File: src/rtl/cpu_types_pkg.sv
// Shared CPU pipeline types: the machine word, the fetch FSM states and the
// bubble encoding used by both fetch and decode.
package cpu_types_pkg;

  typedef logic [31:0] word_t;

  typedef enum logic [1:0] {
    FETCH  = 2'd0,
    DRAIN  = 2'd1,
    HALTED = 2'd2
  } fetch_state_t;

  // sll $0,$0,0
  localparam word_t NOP_WORD = 32'h0000_0000;

  // Sequential PC increment; wraps naturally at 2^32.
  function automatic word_t pc_inc(input word_t pc);
    return pc + 32'd4;
  endfunction

endpackage

File: src/rtl/fetch_registers.sv
// IF/ID pipeline latch: flush inserts a bubble, hold freezes the contents,
// load captures a fetched instruction; otherwise a bubble is inserted.
module fetch_registers
  import cpu_types_pkg::*;
#(
  parameter word_t NOP_INSTR = NOP_WORD
) (
  input  logic        CLK,
  input  logic        nRST,
  input  logic        flush,
  input  logic        hold,
  input  logic        load,
  input  logic [31:0] pcinc_in,
  input  logic [31:0] instr_in,
  output logic [31:0] PCIncOUT,
  output logic [31:0] InstructionOUT,
  output logic        validOUT
);

  word_t pcinc_reg;
  word_t instr_reg;
  logic  valid_reg;

  always_ff @(posedge CLK or negedge nRST) begin
    if (!nRST) begin
      pcinc_reg <= '0;
      instr_reg <= NOP_INSTR;
      valid_reg <= 1'b0;
    end else if (flush) begin
      pcinc_reg <= '0;
      instr_reg <= NOP_INSTR;
      valid_reg <= 1'b0;
    end else if (hold) begin
      pcinc_reg <= pcinc_reg;
      instr_reg <= instr_reg;
      valid_reg <= valid_reg;
    end else if (load) begin
      pcinc_reg <= pcinc_in;
      instr_reg <= instr_in;
      valid_reg <= 1'b1;
    end else begin
      pcinc_reg <= '0;
      instr_reg <= NOP_INSTR;
      valid_reg <= 1'b0;
    end
  end

  assign PCIncOUT       = pcinc_reg;
  assign InstructionOUT = instr_reg;
  assign validOUT       = valid_reg;

endmodule

File: src/rtl/fetch_stage.sv
// Instruction fetch stage: owns the PC and the fetch FSM, drives the icache
// request and feeds the IF/ID latch that decode reads directly.
module fetch_stage
  import cpu_types_pkg::*;
#(
  parameter word_t PC_INIT   = 32'h0000_0000,
  parameter word_t NOP_INSTR = NOP_WORD
) (
  input  logic        CLK,
  input  logic        nRST,
  input  logic        ihit,
  input  logic [31:0] imemload,
  input  logic        stall,
  input  logic        redirect,
  input  logic [31:0] redirect_pc,
  input  logic        halt,
  output logic        imemREN,
  output logic [31:0] imemaddr,
  output logic [31:0] PCIncOUT,
  output logic [31:0] InstructionOUT,
  output logic        validOUT
);

  fetch_state_t state_reg;
  word_t        pc_reg;
  word_t        pending_pc_reg;
  logic         imemren_reg;

  always_ff @(posedge CLK or negedge nRST) begin
    if (!nRST) begin
      state_reg      <= FETCH;
      pc_reg         <= PC_INIT;
      pending_pc_reg <= '0;
      imemren_reg    <= 1'b1;
    end else if (halt) begin
      state_reg   <= HALTED;
      imemren_reg <= 1'b0;
    end else begin
      case (state_reg)
        FETCH: begin
          imemren_reg <= 1'b1;
          if (redirect) begin
            if (ihit) begin
              pc_reg <= redirect_pc;
            end else begin
              // The miss for the old PC is still outstanding; keep its address
              // on the bus until the icache answers, then jump.
              pending_pc_reg <= redirect_pc;
              state_reg      <= DRAIN;
            end
          end else if (ihit && !stall) begin
            pc_reg <= pc_inc(pc_reg);
          end
        end
        DRAIN: begin
          imemren_reg <= 1'b1;
          if (ihit) begin
            pc_reg    <= redirect ? redirect_pc : pending_pc_reg;
            state_reg <= FETCH;
          end else if (redirect) begin
            pending_pc_reg <= redirect_pc;
          end
        end
        HALTED: begin
          imemren_reg <= 1'b0;
        end
        default: begin
          state_reg   <= FETCH;
          imemren_reg <= 1'b1;
        end
      endcase
    end
  end

  assign imemREN  = imemren_reg;
  assign imemaddr = pc_reg;

  logic latch_flush;
  logic latch_load;

  // Words returned while draining a redirected miss are never latched.
  assign latch_flush = halt | redirect;
  assign latch_load  = (state_reg == FETCH) && ihit;

  fetch_registers #(
    .NOP_INSTR(NOP_INSTR)
  ) u_fetch_registers (
    .CLK           (CLK),
    .nRST          (nRST),
    .flush         (latch_flush),
    .hold          (stall),
    .load          (latch_load),
    .pcinc_in      (pc_inc(pc_reg)),
    .instr_in      (imemload),
    .PCIncOUT      (PCIncOUT),
    .InstructionOUT(InstructionOUT),
    .validOUT      (validOUT)
  );

endmodule

File: config.mk
export PLATFORM = sky130hd
export DESIGN_NAME = fetch_stage
export DESIGN_NICKNAME = d
export VERILOG_FILES = /design/src/rtl/cpu_types_pkg.sv /design/src/rtl/fetch_registers.sv /design/src/rtl/fetch_stage.sv
export SDC_FILE = /design/constraint.sdc
export NUM_CORES = 1
export LEC_CHECK = 0
export ABC_AREA = 1
export CAP_MARGIN = 20
export CORE_ASPECT_RATIO = 1.25
export CORE_UTILIZATION = 31
export DETAILED_ROUTE_END_ITERATION = 12
export PLACE_DENSITY = 0.53
export RECOVER_POWER = 100
export SKIP_LAST_GASP = 1
export SLEW_MARGIN = 0
export SYNTH_ARGS = -nofsm -noshare
export SYNTH_HDL_FRONTEND = slang
export SYNTH_SLANG_ARGS = --single-unit
File: constraint.sdc
create_clock -name CLK -period 1.77 [get_ports CLK]
set_input_delay 0.2655 -clock CLK [delete_from_list [all_inputs] [get_ports CLK]]
set_output_delay 0.2655 -clock CLK [all_outputs]
set_load 0.1 [all_outputs]
==> flow_summary.ini, run 1 <==
[outcome]
status = complete, no violations

[logic_synthesis]
synth_nets = 851
ys_async_sr_fraction_pct = 100.0
yosysWarnings = 0
synth_common_cells = 233 x nand2_1, 131 x dfrtp_1, 70 x inv_1, 69 x nor2_1
synth_area_leaders = dfrtp_1 50%, nand2_1 13%, a22o_1 5.3%
yosysMostFrequentCell = nand2_1
seq_area_frac_synth_pct = 50.25
synthFlopType = dfrtp_1
syn-mean-instance-area_sq_um = 8.431
synth_top_area_share_pct = 49.85
synth.distinct_cells = 40
synth_seq_cells = 132
synth_edf_count = 0
synth_top_area_cell = dfrtp_1
synth_area_sq_mm = 0.006576
synthCells = 780

[worst_setup_path]
rr_endpoint = pending_pc_reg[20]
worstSetupPathType = reg2reg
reg2reg_from = state_reg[1]
crit_arrival_ps = 2040
cp-start-kind = register
reg2regPathDepth = 4
end_kind = register
r2r_slack_ps = 80
crit_required_ps = 2110
path_max_fanout = 12

[power]
p_per_area_mw_per_mm2 = 965.0
leakage_nw = 4.652
max-vdd-ir-drop_mv = 0.7277
power_mw = 9.027

[cts]
cts_max_level = 4
root_buffer = clkbuf_16
postCtsSetupRepairBufs = 0
clock_latency_ps = 420
cts_buffers = 17
clk_pin_slew_worst_paths_ps = 60
clock-sinks = 132
tritoncts = built
cts_buffer_depth = 2

[detailed_routing]
ant_nets = 0
wl_per_cell_um = 15.71
drt-pass1-iter-count = 4
dr_total_vias = 5857
vias_per_cell = 4.648
remaining_drc_errors = 0
wl_mm = 19.80
drt_iter0_drc = 354

[cells_and_area]
area_growth_pct = 42.24
final_nets = 1044
drive_above_1_share_pct = 21.42
final_util_pct = 44.93
fin_area_sq_mm = 0.009354
layout.cells.non_filler = 1260

[worst_hold_path]
min_from = redirect
whs_endpoint = imemaddr[2]
hold_path_depth = 4
hold_path.class = in2reg

[global_route]
grt_pass1_wl_mm = 31.45
grt_pass1_vias = 5754
grt_overflow = 0
antenna_found_initial = 1
grt_max_degree = 47
grtUsageTotal_pct = 18.81

[timing]
max_freq_mhz = 590.9
min_period_ps = 1692
slew_headroom_pct = 28.02
clock_skew_ps = 4.486
setup_viol = 0
final_hold_viol_count = 0
slew_violations = 0
rsz0062_at_grt = true
tightestPinTransition_ps = 1080
min_period_over_period_pct = 95.61

[placement]
gp_congestion = 0.8425
place_inst = 1227
placed_area_sq_mm = 0.009662
port_buffers = 167
dpl.hpwl_mm = 14.85

[floorplan]
start_util_pct = 31.59
top_level_ports = 168
core_sq_mm = 0.02082
die_x_um = 132.3
rows = 59
die_area_sq_mm = 0.02180
die_height_um = 164.8

[run]
maxCapViolations = 0
worst max-delay path: stages (launching register included):
cell	delay (ps)
dfrtp_2	450
nor4_1	490
buf_12	210
buf_4	240
mux2i_1	220
what timing repair did:
action	in CTS	in global routing
endpoints found under the hold margin	35	0
resized for setup	0	8
endpoints found under the setup margin	0	22
hold buffers	1	0
metal layers:
layer | vias up | GRT usage [%] | wire length (um)
met4 | 0 | 6.479 | 361
met2 | 148 | 32.28 | 9808
met5 | - | 0 | 0
met1 | 2761 | 23.77 | 8863
met3 | 24 | 3.499 | 766
li1 | 2924 | - | -
layout make-up:
type                    count  area (sq um)
clock inverters            14         162.7
multi-input cells         535          2795
inverters                  75         281.5
fillers                  2139         11460
flip-flops and latches    132          3326
diodes                      1         2.502
well taps                 274         342.8
clock buffers              17         425.4
repair buffers            212          2018
through the flow:
| step | hold WS [ps] | setup TNS [ps] | worst slack [ps] |
|---|---|---|---|
| 6_report | 362.0 | 0 | 77.78 |
| 5_1_grt | 405.1 | -138.0 | -32.07 |
| 4_1_cts | 328.5 | 0 | 15.27 |
| 3_5_place_dp | 212.3 | -4238 | -101.0 |
| 3_3_place_gp | 211.7 | -734.4 | -47.91 |
| 2_1_floorplan | -30.09 | 0 | 19.60 |
where the power goes:
group | switching, mW | leakage (nW) | internal (mW)
combinational | 1.29 | 2.71 | 0.744
clock | 1.35 | 0.281 | 2.19
sequential | 0.246 | 1.66 | 3.20
logic make-up after synthesis:
group,synth area share (%)
AND/OR/NAND/NOR,22.22
XOR/XNOR,2.131
multiplexers,1.522
adder cells (fa/ha/maj),0.1902
buffers and inverters,7.762
flip-flops,50.25
AO/OA/AOI/OAI,15.92
layout by cell type (no fill, tap or decap), types with 4 or more instances in the layout:
cell type,synthesis,routed
o211a_1,8,8
xnor2_1,5,5
a21oi_1,34,33
nand3b_1,4,4
xor2_1,11,11
nor2_2,1,4
inv_2,5,6
inv_1,70,69
o21a_1,6,6
o21ai_0,40,40
clkinv_2,0,5
clkinvlp_4,0,4
nand2_1,233,233
buf_4,6,30
nor2_1,69,65
o21ai_1,8,8
a22o_1,40,40
nor2_4,4,5
o211ai_1,12,12
dfrtp_2,0,11
nand3_1,26,26
mux2i_1,10,10
clkbuf_2,0,71
clkdlybuf4s50_1,0,67
buf_12,0,36
dfrtp_1,131,118
clkbuf_16,0,17
worst max path at each step:
| stage | start | endpoint | slack [ps] | cells past startpoint |
|---|---|---|---|---|
| 6_report | state_reg[1] | pending_pc_reg[20] | 80 | 4 |
| 2_1_floorplan | imemaddr[2] | imemaddr[22] | 20 | 10 |
| 4_1_cts | imemaddr[3] | u_fetch_registers.PCIncOUT[18] | 20 | 8 |
| 3_3_place_gp | ihit | imemaddr[14] | -50 | 9 |
| 3_5_place_dp | ihit | imemaddr[15] | -100 | 9 |
| 5_1_grt | imemaddr[3] | imemaddr[14] | -30 | 8 |
(Power assumes the default switching activity.)
==> inputs of run 2 (changes only) <==
--- a/config.mk
+++ b/config.mk
@@ -9,7 +9,9 @@
 export CAP_MARGIN = 20
 export CORE_ASPECT_RATIO = 1.25
 export CORE_UTILIZATION = 31
+export CTS_CLUSTER_DIAMETER = 100
 export DETAILED_ROUTE_END_ITERATION = 12
+export GPL_ROUTABILITY_DRIVEN = 0
 export PLACE_DENSITY = 0.53
 export RECOVER_POWER = 100
 export SKIP_LAST_GASP = 1
==> results of run 2 <==
Same layout as run 1: the final DEF is identical, and so are final timing and power.
